## config.mk

```make
export PLATFORM = sky130hd
export DESIGN_NAME = util_ext_sync_mc
export DESIGN_NICKNAME = d
export VERILOG_FILES = /design/src/rtl/util_ext_sync_mc.sv
export SDC_FILE = /design/constraint.sdc
export NUM_CORES = 1
export LEC_CHECK = 0
export ABC_AREA = 1
export CORE_MARGIN = 2
export CORE_UTILIZATION = 48
export CTS_CLUSTER_DIAMETER = 40
export DETAILED_ROUTE_END_ITERATION = 10
export PLACE_DENSITY = 0.87
export SYNTH_ARGS = -nofsm -noshare
export SYNTH_HDL_FRONTEND = slang
export SYNTH_SLANG_ARGS = --single-unit
export TNS_END_PERCENT = 5
```

## constraint.sdc

```tcl
create_clock -name clk -period 2.59 [get_ports clk]
set_input_delay 0.777 -clock clk [delete_from_list [all_inputs] [get_ports clk]]
set_output_delay 0.777 -clock clk [all_outputs]
set_load 0.005 [all_outputs]
```

## src/rtl/util_ext_sync_mc.sv

```systemverilog
`default_nettype none
// ============================================================================
//  Module      : util_ext_sync_mc
//  Description : Multi-channel external-sync arming block. Synchronizes an
//                asynchronous SYSREF/trigger pin, detects a configurable edge
//                and gates it per channel through an IDLE/ARMED/HOLDOFF FSM,
//                producing one-cycle sync_out pulses.
//  Revision    : 1.0 - initial release
// ============================================================================
module util_ext_sync_mc #(
    parameter int ENABLED       = 1,
    parameter int NUM_CHANNELS  = 1,
    parameter int SYNC_STAGES   = 3,
    parameter int EDGE_MODE     = 0,
    parameter int ONE_SHOT      = 1,
    parameter int HOLDOFF_WIDTH = 8,
    parameter int COUNT_WIDTH   = 16
) (
    input  logic                     clk,
    input  logic                     reset,
    input  logic [NUM_CHANNELS-1:0]  ext_sync_arm,
    input  logic [NUM_CHANNELS-1:0]  ext_sync_disarm,
    input  logic                     sync_in,
    input  logic [HOLDOFF_WIDTH-1:0] holdoff_cycles,
    output logic [NUM_CHANNELS-1:0]  sync_armed,
    output logic [NUM_CHANNELS-1:0]  sync_out,
    output logic [NUM_CHANNELS-1:0]  sync_fired,
    output logic [COUNT_WIDTH-1:0]   event_count
);

    typedef enum logic [1:0] {
        ST_IDLE    = 2'd0,
        ST_ARMED   = 2'd1,
        ST_HOLDOFF = 2'd2
    } state_t;

    generate
        if (ENABLED != 0) begin : g_enabled
            localparam logic [COUNT_WIDTH-1:0]   c_count_one = COUNT_WIDTH'(1);
            localparam logic [HOLDOFF_WIDTH-1:0] c_hold_one  = HOLDOFF_WIDTH'(1);
            localparam logic [HOLDOFF_WIDTH-1:0] c_hold_zero = '0;

            logic [SYNC_STAGES-1:0] r_sync_chain;
            logic                   r_sync_s_d;
            logic                   w_sync_s;
            logic                   w_edge;
            logic [COUNT_WIDTH-1:0] r_event_count;

            // Synchronizer chain plus one delay flop for edge detection
            always_ff @(posedge clk or posedge reset) begin
                if (reset) begin
                    r_sync_chain <= '0;
                    r_sync_s_d   <= 1'b0;
                end else begin
                    r_sync_chain <= {r_sync_chain[SYNC_STAGES-2:0], sync_in};
                    r_sync_s_d   <= w_sync_s;
                end
            end

            assign w_sync_s = r_sync_chain[SYNC_STAGES-1];

            if (EDGE_MODE == 0) begin : g_rise
                assign w_edge = w_sync_s & ~r_sync_s_d;
            end else if (EDGE_MODE == 1) begin : g_fall
                assign w_edge = ~w_sync_s & r_sync_s_d;
            end else begin : g_both
                assign w_edge = w_sync_s ^ r_sync_s_d;
            end

            // Free-running count of detected edges, wraps naturally
            always_ff @(posedge clk or posedge reset) begin
                if (reset) begin
                    r_event_count <= '0;
                end else if (w_edge) begin
                    r_event_count <= r_event_count + c_count_one;
                end
            end

            assign event_count = r_event_count;

            for (genvar gi = 0; gi < NUM_CHANNELS; gi++) begin : g_chan
                state_t                   r_state;
                state_t                   w_state_nxt;
                logic                     r_out;
                logic                     w_out_nxt;
                logic                     r_fired;
                logic                     w_fired_nxt;
                logic [HOLDOFF_WIDTH-1:0] r_hold;
                logic [HOLDOFF_WIDTH-1:0] w_hold_nxt;

                // Per-channel state, pulse, sticky flag and holdoff counter
                always_ff @(posedge clk or posedge reset) begin
                    if (reset) begin
                        r_state <= ST_IDLE;
                        r_out   <= 1'b0;
                        r_fired <= 1'b0;
                        r_hold  <= '0;
                    end else begin
                        r_state <= w_state_nxt;
                        r_out   <= w_out_nxt;
                        r_fired <= w_fired_nxt;
                        r_hold  <= w_hold_nxt;
                    end
                end

                // Next state: arm beats a fire, a fire beats disarm
                always_comb begin
                    w_state_nxt = r_state;
                    w_out_nxt   = 1'b0;
                    w_fired_nxt = r_fired;
                    w_hold_nxt  = r_hold;
                    if (ext_sync_arm[gi]) begin
                        w_state_nxt = ST_ARMED;
                        w_fired_nxt = 1'b0;
                        w_hold_nxt  = '0;
                    end else begin
                        case (r_state)
                            ST_ARMED: begin
                                if (w_edge) begin
                                    w_out_nxt   = 1'b1;
                                    w_fired_nxt = 1'b1;
                                    if (ext_sync_disarm[gi] || (ONE_SHOT != 0)) begin
                                        w_state_nxt = ST_IDLE;
                                    end else if (holdoff_cycles != c_hold_zero) begin
                                        w_state_nxt = ST_HOLDOFF;
                                        w_hold_nxt  = holdoff_cycles;
                                    end
                                end else if (ext_sync_disarm[gi]) begin
                                    w_state_nxt = ST_IDLE;
                                end
                            end
                            ST_HOLDOFF: begin
                                // Counter value N means N cycles remain here
                                if (ext_sync_disarm[gi]) begin
                                    w_state_nxt = ST_IDLE;
                                end else if (r_hold <= c_hold_one) begin
                                    w_state_nxt = ST_ARMED;
                                    w_hold_nxt  = '0;
                                end else begin
                                    w_hold_nxt  = r_hold - c_hold_one;
                                end
                            end
                            default: begin
                                w_state_nxt = ST_IDLE;
                            end
                        endcase
                    end
                end

                assign sync_armed[gi] = (r_state != ST_IDLE);
                assign sync_out[gi]   = r_out;
                assign sync_fired[gi] = r_fired;
            end
        end else begin : g_disabled
            logic w_unused_inputs;
            assign w_unused_inputs = ^{clk, reset, ext_sync_arm, ext_sync_disarm,
                                       sync_in, holdoff_cycles};
            assign sync_armed  = '0;
            assign sync_out    = '0;
            assign sync_fired  = '0;
            assign event_count = '0;
        end
    endgenerate

endmodule
`default_nettype wire

```

==> impl_metrics.yaml, run 1 <==
logic_synthesis:
  yosys_warnings: 0
  synthAdderAreaFrac_pct: 1.205
  synth_top_family_by_area: "simple AND/OR/NAND/NOR gates"
  synth_most_common_cell: "nand2_1"
  yosys.area_share.simple_pct: 24.70
  synth_edf_count: 0
  ys.flop_type: "dfrtp_1"
  synth.ff_latch_count: 23
  seq_area_frac_synth_pct: 55.42
  yosys.area_share.xor_xnor_pct: 10.12
  async_reset_ff_share_pct: 100.0
  syn_avg_cell_area_sq_um: 9.616
  yosys-top-cells-count: "nand2_1 (24), dfrtp_1 (23), inv_1 (17)"
  synth_cell_types: 18
  syn_inst: 108
  synthMuxAreaShare_pct: 0
  syn_nets: 122
  synth_compound_area_share_pct: 2.410
  yosysTopAreaCellShare_pct: 55.42
  synth_area_leaders: "dfrtp_1 (55%), nand2_1 (8.7%), inv_1 (6.1%)"
  syn_area_sq_mm: 0.001038
  yosysTopAreaCell: "dfrtp_1"
worst_setup_path:
  crit_type: "register to primary output"
  path_cells: "clkdlybuf4s50_1"
  crit_required_ps: 1810
  path_max_fanout: 4
  path_delay_family: "buffers and inverters"
  worstPathArrival_ps: 1300
  crit_cells: 1
  critPathMaxStageDelay_ps: 530
  critical_path_buf_inv_count: 1
  crit_path_top_delay_cell: "clkdlybuf4s50_1"
  crit_path_end_kind: "primary output"
  worstSetupStartpoint: "event_count[2]"
  r2r_start: "event_count[0]"
  endpoint: "event_count[2]"
  r2r_setup_slack_ps: 1230
  start_kind: "register"
  r2r_cells: 6
  critical_path.reg2reg.endpoint: "event_count[12]"
timing:
  final.setup.tns_ps: 0
  finalCriticalPeriod_ps: 2077
  hold_violations: 0
  finalMaxSlewViolations: 0
  relSlewSlack_pct: 81.15
  clock_skew_ps: 3.061
  worst_pin_slew_ps: 282.8
  finalCritPeriodShare_pct: 80.18
  max_clock_freq_ghz: 0.4816
  rsz0062_at_grt: "false"
  fin_ws_ps: 513.4
  finalSetupViolations: 0
floorplan:
  initial_utilization_pct: 51.88
  io_pins: 32
  coreArea_sq_mm: 0.002002
  dieArea_sq_mm: 0.002552
  rows: 16
  die_y_um: 50.52
  dieWidth_um: 50.52
clock_tree:
  clock-root-buffer: "clkbuf_4"
  cts-htree-levels: 1
  clk_path_buf_depth: 2
  numCtsBuffers: 3
  clkLatencyLatePin_ps: 300
  ctsResizeCount: 0
  ctsHoldBuffers: 0
  cts_tree: "done"
  cts_sinks: 23
  postCtsSetupBuffers: 0
  clk_pin_slew_ps: 120
final_layout:
  synthToLayoutAreaGrowth_pct: 28.79
  final_nets: 151
  stdcell_area_sq_mm: 0.001338
  drive_gt1_share_pct: 11.03
  seqCellArea_sq_um: 575.6
  nFillCells: 151
  multi_input_area_sq_um: 399.1
  num_antenna_cells: 0
global_route:
  grt_max_degree: 24
  grt.total_usage_pct: 16.57
  antenna_found_initial: 0
  grt_pass1_wl_um: 3229
  grt_pass1_vias: 761
  gr-total-overflow: 0
pwr:
  power.density_mw_per_mm2: 608.3
  p_leak_nw: 0.6895
  ir_worst_vdd_mv: 0.3757
detailed_routing:
  via_count: 780
  drc: 0
  firstDrtPassIters: 4
  routed_via_density: 4.785
  post_drt_wl_per_cell_um: 11.42
  wl_um: 1861
  drt_iter0_markers: 23
  drt.antenna.violating_nets: 0
worst_hold_path:
  hp-class: "register to register"
placed_design:
  gp_congestion: 0.7872
  portBuffers: 23
  dp_hpwl_um: 1436
  post_dp_cell_area_sq_mm: 0.001310
  dpl_worst_slack_ps: 848.9
status:
  status: "completed"
job:
  drv_cap: 0
==> worst min-delay path by stage <==
stage                                    startpoint                         to  slack (ps)  cells past startpoint
after CTS                 g_enabled.r_sync_chain[1]  g_enabled.r_sync_chain[2]         370                      0
after global routing      g_enabled.r_sync_chain[1]  g_enabled.r_sync_chain[2]         390                      0
after detailed placement  g_enabled.r_sync_chain[1]  g_enabled.r_sync_chain[2]         340                      0
final                     g_enabled.r_sync_chain[1]  g_enabled.r_sync_chain[2]         370                      0
after floorplan           g_enabled.r_sync_chain[0]  g_enabled.r_sync_chain[1]         330                      0
after global placement    g_enabled.r_sync_chain[1]  g_enabled.r_sync_chain[2]         340                      0
==> state kept, by name (all words and copies together) (netlist names) <==
register                  count
event_count                  16
g_enabled.r_sync_chain        3
g_enabled.g_chan.r_state      1
g_enabled.r_sync_s_d          1
sync_fired                    1
sync_out                      1
==> report_power, final <==
| group | leakage (nW) | switching [mW] | internal [mW] |
|---|---|---|---|
| logic | 0.372 | 0.0710 | 0.116 |
| registers | 0.300 | 0.0595 | 0.405 |
| clock network | 0.0177 | 0.104 | 0.0576 |
| total | 0.689 | 0.234 | 0.579 |
==> placed cells by master, fill, tap and decap left out <==
master           synthesis  routed
nand2_1                 24      24
dfrtp_1                 23      23
clkdlybuf4s50_1          0      23
inv_1                   17      17
nor2_1                   8       8
xor2_1                   7       7
xnor2_1                  5       5
nand3_1                  5       5
nor2_2                   3       3
nor3_1                   3       3
clkbuf_4                 0       3
nand2_4                  2       2
nand3_2                  2       2
nor2_4                   2       2
o21ai_0                  2       2
nand2_2                  1       1
a21o_1                   1       1
nand4_1                  1       1
o31ai_1                  1       1
ha_1                     1       1
clkinv_2                 0       1
buf_4                    0       1
==> kinds of logic after synthesis <==
group,after synthesis
buffers and inverters,17
adder cells (fa/ha/maj),1
AO/OA/AOI/OAI,4
XOR/XNOR,12
flip-flops,23
AND/OR/NAND/NOR,51
==> metal layers <==
metal | vias up | wire length, um | GRT usage [%]
met3 | 4 | 53 | 0.8929
met5 | - | 0 | 0
met2 | 28 | 964 | 27.19
met4 | 0 | 36 | 8.559
met1 | 364 | 806 | 22.22
li1 | 384 | - | -
==> final cells by class <==
type                       count  area share (%)
sequential                    23           43.03
multi-input combinational     68           29.84
timing repair buffer          24           17.77
inverter                      17           4.771
tap                           27           2.526
clock buffer                   3           1.684
clock inverter                 1          0.3742
==> per-stage QoR <==
step           power [mW]  hold slack [ps]  instances  utilization [%]
4_1_cts            0.8220            371.1        163            66.81
2_1_floorplan      0.5462            331.2        108                -
3_3_place_gp       0.6512            335.5        159            65.44
3_5_place_dp       0.6627            341.6        159            65.44
5_1_grt            0.8563            385.3        163            66.81
6_report           0.8137            365.5        163            66.81
Note: power is estimated with default switching activity, not from simulation.
==> inputs of run 2 (changes only) <==
- CORE_UTILIZATION: 48 -> 41
- PLACE_DENSITY: 0.87 -> 0.79
- clock period: 2.59 -> 1.8 ns (I/O delays scaled with it)
==> run 2 against run 1 <==
Total power grew 43%. Die area grew 16%. Combinational power grew 43%.
==> impl_metrics.yaml, run 2 (synthesis results as in run 1) <==
status:
  status: "completed"
final_layout:
  final_common_cell: "nand2_1"
  multi_input_area_sq_um: 399.1
  final_nets: 154
  fin_util_pct: 55.66
  nFillCells: 235
  num_antenna_cells: 0
  drive_gt1_share_pct: 12.95
  seqCellArea_sq_um: 575.6
  stdcell_area_sq_mm: 0.001354
  largest_reg_flops: 16
  final_cell_mix: "nand2_1 (24), dfrtp_1 (23), inv_1 (17)"
  synthToLayoutAreaGrowth_pct: 30.36
clock_tree:
  ctsHoldBuffers: 0
  clk_pin_slew_ps: 130
  cts_sinks: 23
  clk_path_buf_depth: 2
  cts-htree-levels: 1
  cts_tree: "done"
  clkLatencyLatePin_ps: 310
  numCtsBuffers: 3
  clock-root-buffer: "clkbuf_4"
timing:
  hold_violations: 0
  finalSetupViolations: 0
  final.setup.tns_ps: 0
  finalCritPeriodShare_pct: 97.43
  finalCriticalPeriod_ps: 1754
  worst_pin_slew_ps: 286.7
  max_clock_freq_ghz: 0.5702
  relSlewSlack_pct: 80.88
  clock_skew_ps: 6.893
  finalMaxSlewViolations: 0
  rsz0062_at_grt: "false"
worst_setup_path:
  critical_path_buf_inv_count: 1
  crit_type: "register to primary output"
  crit_required_ps: 1260
  path_max_fanout: 3
  worstSetupStartpoint: "event_count[13]"
  r2r_start: "event_count[0]"
  critical_path.reg2reg.endpoint: "event_count[14]"
  path_delay_family: "buffers and inverters"
  start_kind: "register"
  endpoint: "event_count[13]"
  r2r_setup_slack_ps: 440
  crit_path_end_kind: "primary output"
  path_cells: "clkdlybuf4s50_1"
  crit_path_top_delay_cell: "clkdlybuf4s50_1"
  critPathMaxStageDelay_ps: 510
  crit_cells: 1
  worstPathArrival_ps: 1210
  r2r_cells: 6
detailed_routing:
  drc: 0
  firstDrtPassIters: 2
  drt_iter0_markers: 7
  post_drt_wl_per_cell_um: 11.45
  drt.antenna.violating_nets: 0
  wl_um: 1935
  via_count: 785
  routed_via_density: 4.645
floorplan:
  dieWidth_um: 54.33
  initial_utilization_pct: 42.70
  dieArea_sq_mm: 0.002952
  io_pins: 32
  die_y_um: 54.33
  coreArea_sq_mm: 0.002432
  rows: 18
placed_design:
  post_dp_cell_area_sq_mm: 0.001314
  dp_hpwl_um: 1445
  portBuffers: 23
  gp_congestion: 0.7882
pwr:
  p_leak_nw: 0.7689
  ir_worst_vdd_mv: 0.5882
  power.density_mw_per_mm2: 860.5
worst_hold_path:
  hold_depth: 0
  hp-class: "register to register"
global_route:
  grt_pass1_wl_um: 3167
  grt_max_degree: 24
  grt_pass1_vias: 748
  antenna_found_initial: 0
  grt.total_usage_pct: 15.39
  gr-total-overflow: 0
job:
  drv_cap: 0
## run 2: cell types whose count changed in the layout (fill, tap and decap cells not counted), sizes merged
| cell | delta |
|---|---|
| buf | +3 |
| clkdlybuf4s50 | -13 |
| clkinv | -1 |
| clkinvlp | +1 |
| dlygate4sd2 | +12 |
| dlymetal6s2s | +1 |
## run 2: where the power goes
| part | switching, mW | total [mW] | leakage, nW | internal (mW) |
|---|---|---|---|---|
| Combinational | 0.118 | 0.268 | 0.455 | 0.150 |
| Sequential | 0.0701 | 0.653 | 0.300 | 0.583 |
| Clock | 0.159 | 0.244 | 0.0139 | 0.0848 |
| Total | 0.347 | 1.16 | 0.769 | 0.817 |
## run 2: worst min-delay path by stage
stage	from	to	slack (ps)
6_report	g_enabled.r_sync_chain[0]	g_enabled.r_sync_chain[1]	360
3_5_place_dp	g_enabled.r_sync_chain[0]	g_enabled.r_sync_chain[1]	340
4_1_cts	g_enabled.r_sync_chain[0]	g_enabled.r_sync_chain[1]	370
5_1_grt	g_enabled.r_sync_chain[0]	g_enabled.r_sync_chain[1]	370
3_3_place_gp	g_enabled.r_sync_chain[1]	g_enabled.r_sync_chain[2]	330
2_1_floorplan	g_enabled.r_sync_chain[0]	g_enabled.r_sync_chain[1]	330
## run 2: per-stage QoR
step / hold slack [ps] / worst slack, ps / std cells / power (mW)
CTS: 366.4 / 10.19 / 167 / 1.178
detailed placement: 335.5 / 319.7 / 162 / 0.9491
finish: 364.0 / 46.31 / 169 / 1.165
global placement: 333.9 / 331.2 / 162 / 0.9380
global route: 373.2 / 4.776 / 169 / 1.247
floorplan: 331.2 / 573.2 / 108 / 0.7859
## run 2: routing by layer
metal  up-vias  share of wire, %  global-route usage, %  wire, um
met5         -                 0                      0         0
met1       371                47                  18.07       919
li1        391                 -                      -         -
met2        19                47                  26.31       908
met4         0               1.9                  8.750        36
met3         4               3.7                  2.732        71
## run 2: repair_timing
action,4_1_cts,5_1_grt
hold endpoints to repair,0,0
resized for setup,12,1
buffers inserted,1,2
gates cloned,0,0
endpoints found under the setup margin,13,2
## run 2: cell type report
cell class / instances / share of cell area [%]
Inverter: 17 / 4.713
Sequential cell: 23 / 42.51
Clock inverter: 1 / 0.5545
Clock buffer: 3 / 1.664
Timing Repair Buffer: 27 / 18.30
Tap cell: 30 / 2.773
Multi-Input combinational cell: 68 / 29.48
